===== config.mk =====
export PLATFORM = sky130hd
export DESIGN_NAME = pll_pi_loop_filter
export DESIGN_NICKNAME = d
export VERILOG_FILES = /design/src/rtl/pll_pi_loop_filter.sv
export SDC_FILE = /design/constraint.sdc
export NUM_CORES = 1
export LEC_CHECK = 0
export BUFFER_PORTS_ARGS = -buffer_cell sky130_fd_sc_hd__buf_2
export CORE_AREA = 2 2 107 119
export DETAILED_ROUTE_END_ITERATION = 10
export DIE_AREA = 0 0 109 121
export PLACE_DENSITY = 0.66
export SLEW_MARGIN = 15
export SYNTH_ARGS = -nofsm -noshare
export SYNTH_HDL_FRONTEND = slang
export SYNTH_SLANG_ARGS = --single-unit

===== constraint.sdc =====
create_clock -name clk -period 6.7 [get_ports clk]
set_input_delay 1.005 -clock clk [delete_from_list [all_inputs] [get_ports clk]]
set_output_delay 1.005 -clock clk [all_outputs]
set_load 0.02 [all_outputs]

===== src/rtl/pll_pi_loop_filter.sv =====
// rtl/pll_pi_loop_filter.sv - PI loop filter: bang-bang PD in, saturating DCO control word out
module pll_pi_loop_filter #(
    parameter int                 ACC_W      = 32,
    parameter int                 OUT_W      = 16,
    parameter logic signed [15:0] KP_ACQ     = 16'sd7,
    parameter logic signed [15:0] KI_ACQ     = 16'sd4,
    parameter logic signed [15:0] KP_TRK     = 16'sd2,
    parameter logic signed [15:0] KI_TRK     = 16'sd1,
    parameter int                 LOCK_CNT   = 8,
    parameter int                 UNLOCK_CNT = 4
) (
    input  logic                    clk,
    input  logic                    rst,
    input  logic                    up,
    input  logic                    down,
    input  logic                    freeze,
    output logic signed [OUT_W-1:0] filtered_control_signal,
    output logic                    locked,
    output logic                    acc_sat,
    input  logic                    scan_in,
    input  logic                    scan_en,
    output logic                    scan_out
);
    localparam int EXT_W   = ACC_W + 17;
    localparam int CNT_MAX = (LOCK_CNT > UNLOCK_CNT) ? LOCK_CNT : UNLOCK_CNT;
    localparam int CNT_W   = $clog2(CNT_MAX + 1);
    localparam logic [CNT_W-1:0] LOCK_TGT   = CNT_W'(LOCK_CNT);
    localparam logic [CNT_W-1:0] UNLOCK_TGT = CNT_W'(UNLOCK_CNT);
    localparam logic signed [EXT_W-1:0] ACC_MAX = {{18{1'b0}}, {(ACC_W-1){1'b1}}};
    localparam logic signed [EXT_W-1:0] ACC_MIN = {{18{1'b1}}, {(ACC_W-1){1'b0}}};
    localparam logic signed [EXT_W-1:0] OUT_MAX = {{(EXT_W-OUT_W+1){1'b0}}, {(OUT_W-1){1'b1}}};
    localparam logic signed [EXT_W-1:0] OUT_MIN = {{(EXT_W-OUT_W+1){1'b1}}, {(OUT_W-1){1'b0}}};

    typedef enum logic {MODE_ACQ = 1'b0, MODE_TRK = 1'b1} mode_t;

    logic signed [ACC_W-1:0] acc_q, acc_next;
    logic signed [OUT_W-1:0] out_q, out_next;
    mode_t                   mode_q, mode_d;
    logic [CNT_W-1:0]        alt_q, alt_d, run_q, run_d, alt_inc, run_inc;
    logic                    last_neg_q, last_neg_d, last_valid_q, last_valid_d;
    logic                    sat_q, acc_clamp;
    logic                    err_nz, err_neg;
    logic signed [15:0]      kp_sel, ki_sel;
    logic signed [EXT_W-1:0] acc_ext, kp_ext, ki_ext, kp_term, ki_term, acc_sum, out_sum;

    assign err_nz  = up ^ down;
    assign err_neg = up & ~down;
    assign kp_sel  = (mode_q == MODE_TRK) ? KP_TRK : KP_ACQ;
    assign ki_sel  = (mode_q == MODE_TRK) ? KI_TRK : KI_ACQ;

    assign acc_ext = {{17{acc_q[ACC_W-1]}}, acc_q};
    assign kp_ext  = {{(ACC_W+1){kp_sel[15]}}, kp_sel};
    assign ki_ext  = {{(ACC_W+1){ki_sel[15]}}, ki_sel};
    assign kp_term = err_nz ? (err_neg ? -kp_ext : kp_ext) : '0;
    assign ki_term = err_nz ? (err_neg ? -ki_ext : ki_ext) : '0;
    assign acc_sum = acc_ext + ki_term;
    assign out_sum = acc_ext + kp_term;

    // Sums are wide enough never to overflow, so clamping is a plain compare.
    always_comb begin
        acc_clamp = 1'b1;
        acc_next  = acc_sum[ACC_W-1:0];
        if (acc_sum > ACC_MAX)      acc_next = ACC_MAX[ACC_W-1:0];
        else if (acc_sum < ACC_MIN) acc_next = ACC_MIN[ACC_W-1:0];
        else                        acc_clamp = 1'b0;

        out_next = out_sum[OUT_W-1:0];
        if (out_sum > OUT_MAX)      out_next = OUT_MAX[OUT_W-1:0];
        else if (out_sum < OUT_MIN) out_next = OUT_MIN[OUT_W-1:0];
    end

    assign alt_inc = alt_q + 1'b1;
    assign run_inc = run_q + 1'b1;

    always_comb begin
        mode_d       = mode_q;
        alt_d        = alt_q;
        run_d        = run_q;
        last_neg_d   = last_neg_q;
        last_valid_d = last_valid_q;
        if (err_nz) begin
            last_neg_d   = err_neg;
            last_valid_d = 1'b1;
            if (!last_valid_q) begin
                alt_d = '0;
                run_d = CNT_W'(1);
            end else if (mode_q == MODE_ACQ) begin
                if (err_neg != last_neg_q) alt_d = alt_inc;
                else                       alt_d = '0;
                if (err_neg != last_neg_q && alt_inc == LOCK_TGT) begin
                    mode_d       = MODE_TRK;
                    alt_d        = '0;
                    run_d        = '0;
                    last_valid_d = 1'b0;
                end
            end else begin
                if (err_neg == last_neg_q) run_d = run_inc;
                else                       run_d = CNT_W'(1);
                if (err_neg == last_neg_q && run_inc == UNLOCK_TGT) begin
                    mode_d       = MODE_ACQ;
                    alt_d        = '0;
                    run_d        = '0;
                    last_valid_d = 1'b0;
                end
            end
        end
    end

    always_ff @(posedge clk) begin
        if (rst) begin
            acc_q        <= '0;
            mode_q       <= MODE_ACQ;
            alt_q        <= '0;
            run_q        <= '0;
            last_neg_q   <= 1'b0;
            last_valid_q <= 1'b0;
            out_q        <= '0;
            sat_q        <= 1'b0;
        end else if (scan_en) begin
            acc_q  <= {acc_q[ACC_W-2:0], scan_in};
            mode_q <= mode_t'(acc_q[ACC_W-1]);
        end else if (freeze) begin
            out_q <= out_next;
            sat_q <= 1'b0;
        end else begin
            acc_q        <= acc_next;
            mode_q       <= mode_d;
            alt_q        <= alt_d;
            run_q        <= run_d;
            last_neg_q   <= last_neg_d;
            last_valid_q <= last_valid_d;
            out_q        <= out_next;
            sat_q        <= acc_clamp;
        end
    end

    assign filtered_control_signal = out_q;
    assign locked                  = (mode_q == MODE_TRK);
    assign acc_sat                 = sat_q;
    assign scan_out                = locked;
endmodule


Word-level counts from Yosys, hierarchy flattened
Index checks and enable logic that the tools add are counted.
{"block": "classes", "add_sub_neg": 6, "bitwise": 5, "n_eq_ne": 7, "n_lt_le_gt_ge": 4, "reduce_logical": 8, "n_mux": 35}
{"cell": "$mux W49", "n": 4}
{"cell": "$mux W32", "n": 4}
{"cell": "$add A32 B49 Y49", "n": 2}
{"cell": "$neg A3 Y49", "n": 2}
{"cell": "$gt A49 B16 Y1 const B", "n": 1}
{"cell": "$gt A49 B32 Y1 const B", "n": 1}
{"cell": "$lt A49 B16 Y1 const B", "n": 1}
{"cell": "$lt A49 B32 Y1 const B", "n": 1}
{"cell": "$mux W4", "n": 10}
{"cell": "$mux W16", "n": 2}
{"cell": "$mux W1", "n": 13}
{"cell": "$add A4 B1 Y4 const B", "n": 2}
{"cell": "$reduce_and A4 Y1", "n": 2}
{"cell": "$mux W3", "n": 2}
{"cell": "$ne A3 B2 Y1 const B", "n": 2}
{"cell": "$reduce_and A3 Y1", "n": 2}
{"cell": "$eq A4 B3 Y1 const B", "n": 1}
{"cell": "$eq A4 B4 Y1 const B", "n": 1}
{"cell": "$reduce_bool A2 Y1", "n": 2}
{"cell": "$not A1 Y1", "n": 3}
{"cell": "$logic_and A1 B1 Y1", "n": 2}
{"cell": "$ne A2 B1 Y1 const B", "n": 1}
{"cell": "$and A1 B1 Y1", "n": 1}
{"cell": "$eq A1 B1 Y1", "n": 1}
{"cell": "2 further kinds", "n": 2}
{"block": "word_totals", "reg_bits": 60, "output_inout_bits": 19, "wordCells": 73}

Depth between registers and ports, before layout
{"block": "logic_depth", "word_depth": 10, "depth_mapped": 19, "ltp_nobuf": 18}

Worst setup path after synthesis
No wires, ideal clock.
{"block": "synth_timing", "path_type": "input to register", "from": "input down", "to": "register out_q[14], in the netlist filtered_control_signal[14]", "setup_slack_ns": 1.484, "path_buffers": 1, "stages": 19, "arrival_time_ns": 5.075, "required_ns": 6.559, "cell_sequence": "inv_1 -> ha_1 -> inv_1 -> ha_1 -> a21oi_1 -> nor2_1 -> ha_1 -> inv_1 -> fa_1 -> and2b_4 -> o31ai_2 -> a31o_1 -> o21ai_1 -> or3b_1 -> a222oi_1 -> nand4_1 -> o41ai_4 -> buf_6 -> o22ai_1"}
{"block": "synth_via", "elab_chain_len": 8}
{"item": "start: declaration", "line_no": "15", "text": "input logic down,"}
{"item": "$not A1 Y1 *", "line_no": "47", "text": "assign err_neg = up & ~down;"}
{"item": "$and A1 B1 Y1 *", "line_no": "47"}
{"item": "net err_neg", "line_no": "42", "text": "logic err_nz, err_neg;"}
{"item": "$mux W49 * (2 in a row)", "line_no": "54", "text": "assign kp_term = err_nz ? (err_neg ? -kp_ext : kp_ext) : '0;"}
{"item": "$add A32 B49 Y49 *", "line_no": "57", "text": "assign out_sum = acc_ext + kp_term;"}
{"item": "$lt A49 B16 Y1", "line_no": "69", "text": "else if (out_sum < OUT_MIN) out_next = OUT_MIN[OUT_W-1:0];"}
{"item": "$mux W16", "line_no": "69"}
{"item": "$mux W16 *", "line_no": "68", "text": "if (out_sum > OUT_MAX) out_next = OUT_MAX[OUT_W-1:0];"}
{"item": "end signal: assignment", "line_no": "123", "text": "out_q <= out_next;"}
{"item": "end signal: assignment", "line_no": "132", "text": "out_q <= out_next;"}
{"item": "end: declaration", "line_no": "37", "text": "logic signed [OUT_W-1:0] out_q, out_next;"}
The timed path passes the listed nets; every way through them passes the cells marked *.
A chain may end at the register's enable or synchronous reset.

Worst setup path in the final report
{"block": "layout_timing", "from": "input down", "to": "register out_q[2], in the netlist filtered_control_signal[2]"}
The elaborated chain is that of the path after synthesis.

==> results.json <==
{
  "status": "finished, final reports clean",
  "vias": 6067,
  "syn_area_um2": 5890,
  "hold_viol": 0,
  "finalMaxSlewViolations": 0,
  "final_util_pct": 52.9,
  "cap_violations": 0,
  "cpMaxStageDelayCell": "o41ai_4",
  "clock-root-buffer": "clkbuf_16",
  "cts_max_level": 3,
  "seqCellArea_um2": 1200,
  "synth_top_area_share_pct": 20.4,
  "syn_area_per_cell_um2": 7.56,
  "grt_pass1_wl_um": 30700,
  "drc": 0,
  "ctsResizeCount": 0,
  "detailed_place_hpwl_um": 14800,
  "instances_no_fill": 926,
  "die_h_um": 121,
  "r2r_start": "locked",
  "antennaDiodeCount": 0,
  "ir_worst_vdd_v": 0.000181,
  "min_to": "filtered_control_signal[15]",
  "synth.area.top_cells": "dfxtp_1 20%, ha_1 9.1%, a21oi_1 8.5%, o21ai_0 4.1%, xnor2_1 4.0%",
  "clk_latency_ns": 0.34,
  "synth_area_leader_cell": "dfxtp_1",
  "cts_sinks": 60,
  "wirelength_um": 19600,
  "port-buffer-count": 25,
  "hold_buffers": 0,
  "r2r_end": "filtered_control_signal[2]",
  "netlist_top_cells_count": "100 x a21oi_1, 60 x dfxtp_1, 56 x nor2_1, 55 x nand2_1, 48 x o21ai_0",
  "cp.depth": 18,
  "endpoint_kind": "flip-flop",
  "path_class": "in2reg",
  "gp_congestion": 0.940,
  "drtIter0Drc": 477,
  "via_per_inst": 6.55,
  "firstDrtPassIters": 5,
  "cp_top_family": "compound AO/OA/AOI/OAI gates",
  "die_w_um": 109,
  "cp_slowest_stage_delay_ns": 0.96,
  "num_io_pins": 26,
  "worstMarginPinSlew_ns": 1.04,
  "rr_worst_depth": 15,
  "synthMostInstantiatedCell": "a21oi_1",
  "finalSetupViolCount": 0,
  "fillCellCount": 1165,
  "fin_worst_skew_ns": 0.0100,
  "cp.required_ns": 6.87,
  "syn_to_final_growth_pct": 7.10,
  "wl_per_cell_um": 21.2,
  "post-cts-setup-buffers": 0,
  "synth_ff_type": "dfxtp_1",
  "coreArea_um2": 11900,
  "hp-class": "reg2reg",
  "synthArstFlopShare_pct": 0,
  "rows": 42,
  "cts_buffers": 9,
  "startpoint_type": "input port",
  "rrSetupSlack_ns": 1.76,
  "synth-edff-count": 0,
  "clk_pin_slew_worst_paths_ns": 0.06,
  "multiInputGateArea_um2": 4300,
  "fin_crit_sh_pct": 85.4,
  "placedCellCount": 910,
  "syn_nets": 831,
  "ys_warn_count": 0,
  "p_leak_uw": 0.00257,
  "max_freq_mhz": 175,
  "grt.total_usage_pct": 30.1,
  "setup_tns_ns": 0,
  "critPathMaxFanout": 15,
  "die_area_um2": 13200,
  "fin_crit_ns": 5.72,
  "grt_pass1_vias": 5708,
  "grt_max_degree": 42,
  "slew_headroom_pct": 30.2,
  "ant_nets": 0,
  "p_per_area_nw_per_um2": 236,
  "netlist_instances": 779,
  "synth-seq-cells": 60,
  "cts_tree": "done",
  "yosysSeqAreaShare_pct": 20.4,
  "path_buf_inv": 4,
  "cp.arrival_ns": 5.89,
  "fin_nets": 819,
  "antenna_found_initial": 0,
  "start_util_pct": 49.3,
  "drive_above_1_share_pct": 10.2,
  "rsz0062_at_grt": "no",
  "crit_chain": "buf_2 > inv_1 > ha_1 > inv_1 > ha_1 > a21oi_1 > nor2_1 > ha_1 > inv_1 > fa_1 > and2b_4 > o31ai_2 > a211o_1 > nand2_1 > a2111oi_0 > o21ai_0 > o41ai_4 > o22ai_1",
  "hp-start": "filtered_control_signal[15]",
  "gr-total-overflow": 0,
  "yosysUniqueCellTypes": 72,
  "cts_buffer_depth": 2,
  "min_path_cells": 2
}
-- metal layers --
| layer | global-route usage, % | vias to the layer above | share of wire, % |
|---|---|---|---|
| met5 | 0 | - | 0 |
| met4 | 16.9 | 0 | 5.2 |
| met3 | 6.07 | 59 | 5.1 |
| met2 | 50.5 | 224 | 48 |
| met1 | 35.2 | 2890 | 41 |
| li1 | - | 2894 | - |
-- layout make-up --
type	count	share of cell area, %
clock inverters	6	1.77
multi-input cells	638	68.1
repair buffers	32	2.82
clock buffers	10	3.63
well taps	154	3.06
flip-flops and latches	60	19.1
inverters	26	1.55
-- kinds of logic (layout without fill, tap and decap cells) --
logic type / after synthesis / after routing / share of synthesized area, %
multiplexers: 4 / 4 / 0.701
adder cells (fa/ha/maj): 45 / 45 / 9.82
AO/OA/AOI/OAI: 280 / 280 / 31.9
buffers and inverters: 81 / 74 / 6.76
XOR/XNOR: 52 / 52 / 7.74
flip-flops: 60 / 60 / 20.4
AND/OR/NAND/NOR: 257 / 257 / 22.7
-- power breakdown --
part / internal (uW) / total, uW / switching (uW) / leakage, uW
logic: 178 / 513 / 336 / 0.00192
clock network: 364 / 547 / 183 / 0.000163
registers: 397 / 430 / 32.0 / 0.000494
total: 939 / 1490 / 550 / 0.00257
-- registers in the layout (all words and copies together) (netlist names) --
register                 cells
run_q                        4
last_neg_q                   1
filtered_control_signal     16
locked                       1
acc_q                       32
last_valid_q                 1
acc_sat                      1
alt_q                        4
-- cells in the final DEF, fill, tap and decap left out, types with 5 or more instances in the layout --
cell / netlist / final
ha_1: 43 / 43
clkbuf_16: 0 / 9
dfxtp_1: 60 / 60
nand3_1: 18 / 18
a21o_1: 8 / 8
buf_4: 8 / 7
nor2b_1: 5 / 5
o21bai_1: 5 / 5
or3_1: 9 / 9
o21ai_1: 13 / 13
nand2b_1: 14 / 14
o211ai_1: 5 / 5
and3_1: 36 / 36
o21a_1: 5 / 5
o22ai_1: 7 / 7
or4_1: 7 / 7
buf_2: 15 / 25
o221ai_1: 26 / 26
nand4_1: 23 / 23
o21ai_0: 48 / 48
a21oi_1: 100 / 100
a221oi_1: 5 / 5
nand2_1: 55 / 55
nor3_1: 9 / 9
a32o_1: 8 / 8
xnor2_1: 27 / 27
inv_1: 26 / 26
a21oi_2: 7 / 7
nor2_1: 56 / 56
o22ai_2: 8 / 8
xor2_1: 25 / 25
-- worst max path at each step --
stage / slack (ns) / to / startpoint
2_1_floorplan: 1.48 / filtered_control_signal[14] / down
3_3_place_gp: 0.92 / filtered_control_signal[2] / down
3_5_place_dp: 0.73 / filtered_control_signal[2] / down
4_1_cts: 1.06 / filtered_control_signal[2] / down
5_1_grt: 0.74 / filtered_control_signal[2] / down
6_report: 0.98 / filtered_control_signal[2] / down
-- worst reg2reg max path, stage by stage (launching register included) --
cell	delay (ns)
dfxtp_1	0.50
inv_1	0.22
ha_1	0.24
a21oi_1	0.12
nor2_1	0.07
ha_1	0.22
inv_1	0.08
fa_1	0.18
and2b_4	0.20
o31ai_2	0.33
a211o_1	0.25
nand2_1	0.11
a2111oi_0	0.75
o21ai_0	0.32
o41ai_4	0.96
o22ai_1	0.23
-- metrics by stage --
| stage | hold slack (ns) | power [uW] | worst slack (ns) | cell area [um^2] |
|---|---|---|---|---|
| 3_3_place_gp | 0.455 | 929 | 0.920 | 5960 |
| 6_report | 0.464 | 1490 | 0.978 | 6300 |
| 4_1_cts | 0.463 | 1490 | 1.06 | 6300 |
| 2_1_floorplan | 0.454 | 811 | 1.48 | 5890 |
| 3_5_place_dp | 0.454 | 936 | 0.727 | 5960 |
| 5_1_grt | 0.500 | 1550 | 0.744 | 6300 |
(Power assumes the default switching activity.)
